[src/rtl/stopwatch_dp_pkg.sv]
// stopwatch_defs: shared definitions for the stopwatch datapath.
//   mode_e        - decoded operating mode of the datapath
//   DEF_*_MAX     - default moduli of the four time fields
//   DEF_TICK_DIV  - default prescale (100 MHz clk down to a 100 Hz tick)
//   *_W           - field widths for centiseconds/seconds/minutes/hours
//   decode_mode() - priority decode of the control-unit level inputs
package stopwatch_defs;

   typedef enum logic [1:0] {
      MODE_HOLD  = 2'd0,
      MODE_UP    = 2'd1,
      MODE_DOWN  = 2'd2,
      MODE_CLEAR = 2'd3
   } mode_e;

   localparam int DEF_TICK_DIV = 1_000_000;
   localparam int DEF_MSEC_MAX = 100;
   localparam int DEF_SEC_MAX  = 60;
   localparam int DEF_MIN_MAX  = 60;
   localparam int DEF_HOUR_MAX = 24;

   localparam int MSEC_W = 7;
   localparam int SEC_W  = 6;
   localparam int MIN_W  = 6;
   localparam int HOUR_W = 5;

   // clear beats run beats count-down; illegal combinations resolve here
   function automatic mode_e decode_mode(input logic clear, input logic runstop,
                                         input logic count_down);
      mode_e m;
      if (clear)           m = MODE_CLEAR;
      else if (runstop)    m = MODE_UP;
      else if (count_down) m = MODE_DOWN;
      else                 m = MODE_HOLD;
      return m;
   endfunction

endpackage

[src/rtl/stopwatch_digit_cnt.sv]
// stopwatch_digit_cnt: one modulo-MAX up/down field of the stopwatch cascade.
//   clk, rst  - clock, synchronous active-high reset
//   i_clear   - load 0 on the next edge
//   i_tick    - advance one step this cycle (previous stage's o_carry)
//   i_down    - direction: 1 = decrement, 0 = increment
//   o_val     - current field value, always 0..MAX-1
//   o_carry   - combinational; i_tick and the field wraps in the current direction
module stopwatch_digit_cnt #(
   parameter int MAX = 10,
   parameter int W   = 4
) (
   input  logic         clk,
   input  logic         rst,
   input  logic         i_clear,
   input  logic         i_tick,
   input  logic         i_down,
   output logic [W-1:0] o_val,
   output logic         o_carry
);

   logic [W-1:0] val;
   logic         wrap;

   // wrap point: 0 when counting down, MAX-1 when counting up
   assign wrap    = i_down ? (val == '0) : (val == W'(MAX - 1));
   assign o_carry = i_tick & wrap;
   assign o_val   = val;

   always_ff @(posedge clk) begin
      if (rst || i_clear) begin
         val <= '0;
      end else if (i_tick) begin
         if (i_down) val <= wrap ? W'(MAX - 1) : val - 1'b1;
         else        val <= wrap ? '0          : val + 1'b1;
      end
   end

endmodule

[src/rtl/stopwatch_dp.sv]
// stopwatch_dp: stopwatch datapath. Prescales clk to a centisecond tick and
// keeps a cascaded hour:min:sec:centisecond value counting up or down.
//   clk, rst      - clock, synchronous active-high reset
//   i_runstop     - level; count up while high
//   i_clear       - level; zero time and prescaler while high
//   i_count_down  - level; count down while high
//   o_msec/o_sec/o_min/o_hour - time fields
//   o_zero        - all fields zero (combinational from the field registers)
//   o_done        - registered one-cycle pulse when a count-down lands on zero
module stopwatch_dp
   import stopwatch_defs::*;
#(
   parameter int TICK_DIV = DEF_TICK_DIV,
   parameter int MSEC_MAX = DEF_MSEC_MAX,
   parameter int SEC_MAX  = DEF_SEC_MAX,
   parameter int MIN_MAX  = DEF_MIN_MAX,
   parameter int HOUR_MAX = DEF_HOUR_MAX
) (
   input  logic              clk,
   input  logic              rst,
   input  logic              i_runstop,
   input  logic              i_clear,
   input  logic              i_count_down,
   output logic [MSEC_W-1:0] o_msec,
   output logic [SEC_W-1:0]  o_sec,
   output logic [MIN_W-1:0]  o_min,
   output logic [HOUR_W-1:0] o_hour,
   output logic              o_zero,
   output logic              o_done
);

   localparam int PW = (TICK_DIV > 1) ? $clog2(TICK_DIV) : 1;

   mode_e         mode;
   logic          run, down, clr;
   logic [PW-1:0] presc;
   logic          presc_wrap, tick;
   logic          c_msec, c_sec, c_min, hour_wrap_unused;
   logic          at_one;

   assign mode = decode_mode(i_clear, i_runstop, i_count_down);
   assign run  = (mode == MODE_UP) || (mode == MODE_DOWN);
   assign down = (mode == MODE_DOWN);
   assign clr  = (mode == MODE_CLEAR);

   // prescaler only moves while running, so a partial tick survives HOLD
   // and a direction change
   assign presc_wrap = run && (presc == PW'(TICK_DIV - 1));

   always_ff @(posedge clk) begin
      if (rst || clr)      presc <= '0;
      else if (presc_wrap) presc <= '0;
      else if (run)        presc <= presc + 1'b1;
   end

   // counting down from all-zero would underflow into 23:59:59.99; block it
   assign tick = presc_wrap && !(down && o_zero);

   stopwatch_digit_cnt #(.MAX(MSEC_MAX), .W(MSEC_W)) u_msec (
      .clk(clk), .rst(rst), .i_clear(clr), .i_tick(tick), .i_down(down),
      .o_val(o_msec), .o_carry(c_msec)
   );

   stopwatch_digit_cnt #(.MAX(SEC_MAX), .W(SEC_W)) u_sec (
      .clk(clk), .rst(rst), .i_clear(clr), .i_tick(c_msec), .i_down(down),
      .o_val(o_sec), .o_carry(c_sec)
   );

   stopwatch_digit_cnt #(.MAX(MIN_MAX), .W(MIN_W)) u_min (
      .clk(clk), .rst(rst), .i_clear(clr), .i_tick(c_sec), .i_down(down),
      .o_val(o_min), .o_carry(c_min)
   );

   // hour wrap has no consumer: 23:59:59.99 + 1 silently rolls to zero
   stopwatch_digit_cnt #(.MAX(HOUR_MAX), .W(HOUR_W)) u_hour (
      .clk(clk), .rst(rst), .i_clear(clr), .i_tick(c_min), .i_down(down),
      .o_val(o_hour), .o_carry(hour_wrap_unused)
   );

   assign o_zero = (o_msec == '0) && (o_sec == '0) && (o_min == '0) && (o_hour == '0);
   assign at_one = (o_msec == MSEC_W'(1)) && (o_sec == '0) && (o_min == '0) && (o_hour == '0);

   // clear/reset force mode away from DOWN, which also kills a pending pulse
   always_ff @(posedge clk) begin
      if (rst) o_done <= 1'b0;
      else     o_done <= down && tick && at_one;
   end

endmodule

[config.mk]
export PLATFORM = sky130hd
export DESIGN_NAME = stopwatch_dp
export DESIGN_NICKNAME = d
export VERILOG_FILES = /design/src/rtl/stopwatch_dp_pkg.sv /design/src/rtl/stopwatch_digit_cnt.sv /design/src/rtl/stopwatch_dp.sv
export SDC_FILE = /design/constraint.sdc
export NUM_CORES = 1
export LEC_CHECK = 0
export BUFFER_PORTS_ARGS = -buffer_cell sky130_fd_sc_hd__buf_2
export CAP_MARGIN = 20
export CORE_ASPECT_RATIO = 0.75
export CORE_MARGIN = 1
export CORE_UTILIZATION = 55
export CTS_BUF_LIST = sky130_fd_sc_hd__clkbuf_8
export CTS_CLUSTER_DIAMETER = 30
export DETAILED_ROUTE_END_ITERATION = 16
export PLACE_DENSITY = 0.86
export RECOVER_POWER = 25
export SYNTH_ARGS = -nofsm -noshare
export SYNTH_HDL_FRONTEND = slang
export SYNTH_SLANG_ARGS = --single-unit
[constraint.sdc]
create_clock -name clk -period 7.9 [get_ports clk]
set_input_delay 0.79 -clock clk [delete_from_list [all_inputs] [get_ports clk]]
set_output_delay 0.79 -clock clk [all_outputs]
set_load 0.03 [all_outputs]
==> flow_metrics.tcl <==
set metrics [dict create \
    status "complete, no violations" \
    chipWidth_um 87.4 \
    critPathMaxFanout 12 \
    clockBufferDepth 2 \
    start_util_pct 59.5 \
    yosys.area.top_type "dfxtp_1" \
    synth_cells 399 \
    yosys.area_share.simple_pct 29.5 \
    area_growth_pct 7.15 \
    synth_top_area_share_pct 29.9 \
    worstHoldPathType "flip-flop to flip-flop" \
    end_kind "flip-flop" \
    layout.nets 435 \
    synth_seq_cells 45 \
    synthArstFlopShare_pct 0 \
    cap_violations 0 \
    hold_violations 0 \
    synth_ff_type "dfxtp_1" \
    ys_seq_area_share_pct 29.9 \
    synth_adder_area_share_pct 6.65 \
    ctsHoldBuffers 0 \
    synth_compound_area_share_pct 22.8 \
    cts_root_buffer "clkbuf_8" \
    synth_xor_area_share_pct 5.23 \
    postCtsSetupRepairBufs 0 \
    vias_per_cell 6.22 \
    drive_gt1_share_pct 9.64 \
    crit_path_start "i_clear" \
    hold_path.startpoint "presc[13]$_SDFFE_PP0P_" \
    top_usage_layer "met2" \
    numCtsBuffers 5 \
    place.gp.congestion 0.912 \
    leakage_nw 1.10 \
    max_stage_delay_ps 610 \
    critPathBufInv 1 \
    port_buffers 30 \
    yosys-top-cells-area "dfxtp_1 30%, ha_1 6.6%, nand2_1 6.6%" \
    fin_crit_sh_pct 41.8 \
    antenna_cells 0 \
    netlist_area_mm2 0.00301 \
    fin_setup_tns_ps 0 \
    cts_max_level 2 \
    synthDistinctLibCells 59 \
    cts.sinks 45 \
    cp.arrival_ps 3490 \
    ios 31 \
    dp_hpwl_mm 5.10 \
    crit_chain "buf_2, or2_2, ha_1, nand4_1, nor3_2, o311ai_4, nor3b_2, a21boi_0, o21ai_0" \
    use_met1_pct 37.8 \
    grt-ovfl-total 0 \
    vdd_drop_max_mv 0.0530 \
    r2r_start "u_hour.o_val[0]$_SDFFE_PP0P_" \
    finalSetupViolations 0 \
    grt_max_degree 46 \
    tightest_slew_ps 893 \
    cts_tree "yes" \
    post-route-util_pct 63.7 \
    synth.most_common_cell "nand2_1" \
    synthTopCellsByCount "53 x nand2_1, 45 x dfxtp_1, 45 x nor2_1" \
    routed_wirelength_mm 7.23 \
    clk_latency_ps 300 \
    worst_slack_ps 4600 \
    slew_headroom_pct 40.3 \
    critPathKind "input port to flip-flop" \
    worst_setup_path_start_kind "input port" \
    num_rows 22 \
    final_max_slew_viol_count 0 \
    mappedNetlistNets 420 \
    dpl_cell_area_mm2 0.00316 \
    fp.coreArea_mm2 0.00506 \
    grt_setup_unrepaired "false" \
    skew_ps 7.93 \
    first_global_vias 2571 \
    powerDensity_mw_per_mm2 123 \
    cp.required_ps 8090 \
    avgSynthCellArea_um2 7.55 \
    antenna_found_initial 0 \
    use_met3_pct 4.49 \
    synth_top_family_by_area "simple AND/OR/NAND/NOR gates" \
    dr.pass1.iters 5 \
    fp.dieH_um 66.1 \
    ant_nets 0 \
    fmax_mhz 303 \
    post_drt_wl_per_cell_um 14.9 \
    period_needed_ps 3300 \
    vias 3029 \
    yosysWarnings 0 \
    pre_cts_slack_ps 4270 \
    synth.area.mux_share_pct 1.04 \
    cpMaxStageDelayCell "nor3b_2" \
    met2_usage_pct 40.2 \
    critPathTopFamily "simple AND/OR/NAND/NOR gates" \
    path_clk_slew_ps 90 \
    fin_area_mm2 0.00323 \
    dieArea_mm2 0.00578 \
    ctsResizeCount 0 \
    grt_pass1_wl_mm 12.1 \
    synth-edff-count 0 \
    grt_usage_pct 26.0 \
    first_iter_violations 245 \
    drc_errors 0 \
]
[power breakdown]
part           total [mW]  leakage (nW)  internal (mW)  switching (mW)
clock network       0.143        0.0439         0.0611          0.0815
registers           0.228         0.362          0.227        0.000697
logic              0.0262         0.698        0.00813          0.0180
[tightest hold or removal path, delay by kind of cell (launching register included)]
family | cells | cell delay (ps)
AO/OA/AOI/OAI | 2 | 140
flip-flops | 1 | 340
[kinds of logic after synthesis]
| family | count (synthesis) |
|---|---|
| adder cells (fa/ha/maj) | 16 |
| multiplexers | 3 |
| AND/OR/NAND/NOR | 174 |
| buffers and inverters | 36 |
| XOR/XNOR | 18 |
| AO/OA/AOI/OAI | 107 |
| flip-flops | 45 |
[through the flow]
step,instances,hold WS [ps],power (mW)
after global placement,479,483,0.258
after global routing,487,539,0.412
after detailed placement,479,500,0.259
final,487,523,0.397
after floorplan,399,466,0.253
after CTS,487,512,0.399
[layout by cell type, fill, tap and decap left out, types with 3 or more instances in the layout]
cell type and count:
clkbuf_8 5, o21ai_0 25, nor2_1 45, or3_1 6
and3_1 5, dfxtp_1 45, or2_2 5, o22ai_1 3
nand3_1 9, nand2_1 53, a31oi_1 12, xnor2_1 8
nand3b_1 4, o21a_1 3, nor3_1 12, a21oi_1 33
clkbuf_1 17, nor2b_1 7, inv_1 13, buf_2 13
a211oi_1 3, o211ai_1 5, nand4_1 8, a311oi_1 4
nor4_1 3, ha_1 16, xor2_1 10
[layout make-up]
class	instances	area [um^2]
clock buffer	5	68.8
clock inverter	3	17.5
tap	72	90.1
fill	454	1840
inverter	13	48.8
multi-input combinational	318	1960
sequential	45	901
timing repair buffer	31	136
[registers in the layout, indices dropped and copies added, names as in the netlist]
signal	cells
u_msec.o_val	7
u_min.o_val	6
presc	20
o_done	1
u_hour.o_val	5
u_sec.o_val	6
[metal layers]
metal	share of wire, %	vias to the layer above	wire (um)
met1	48	1424	3490
met2	44	136	3160
met4	0.64	0	46
met3	7.3	11	529
li1	-	1458	-
met5	0	-	0
[worst paths after layout]
path | end | slack [ps] | cells after the start
hold / removal | presc[13]$_SDFFE_PP0P_ | 520 | 2
setup reg to reg | u_min.o_val[2]$_SDFFE_PP0P_ | 5150 | 8
hold reg to reg | presc[13]$_SDFFE_PP0P_ | 520 | 2
setup / recovery | u_sec.o_val[4]$_SDFFE_PP0P_ | 4600 | 9
Power figures use the tool's default switching activity.
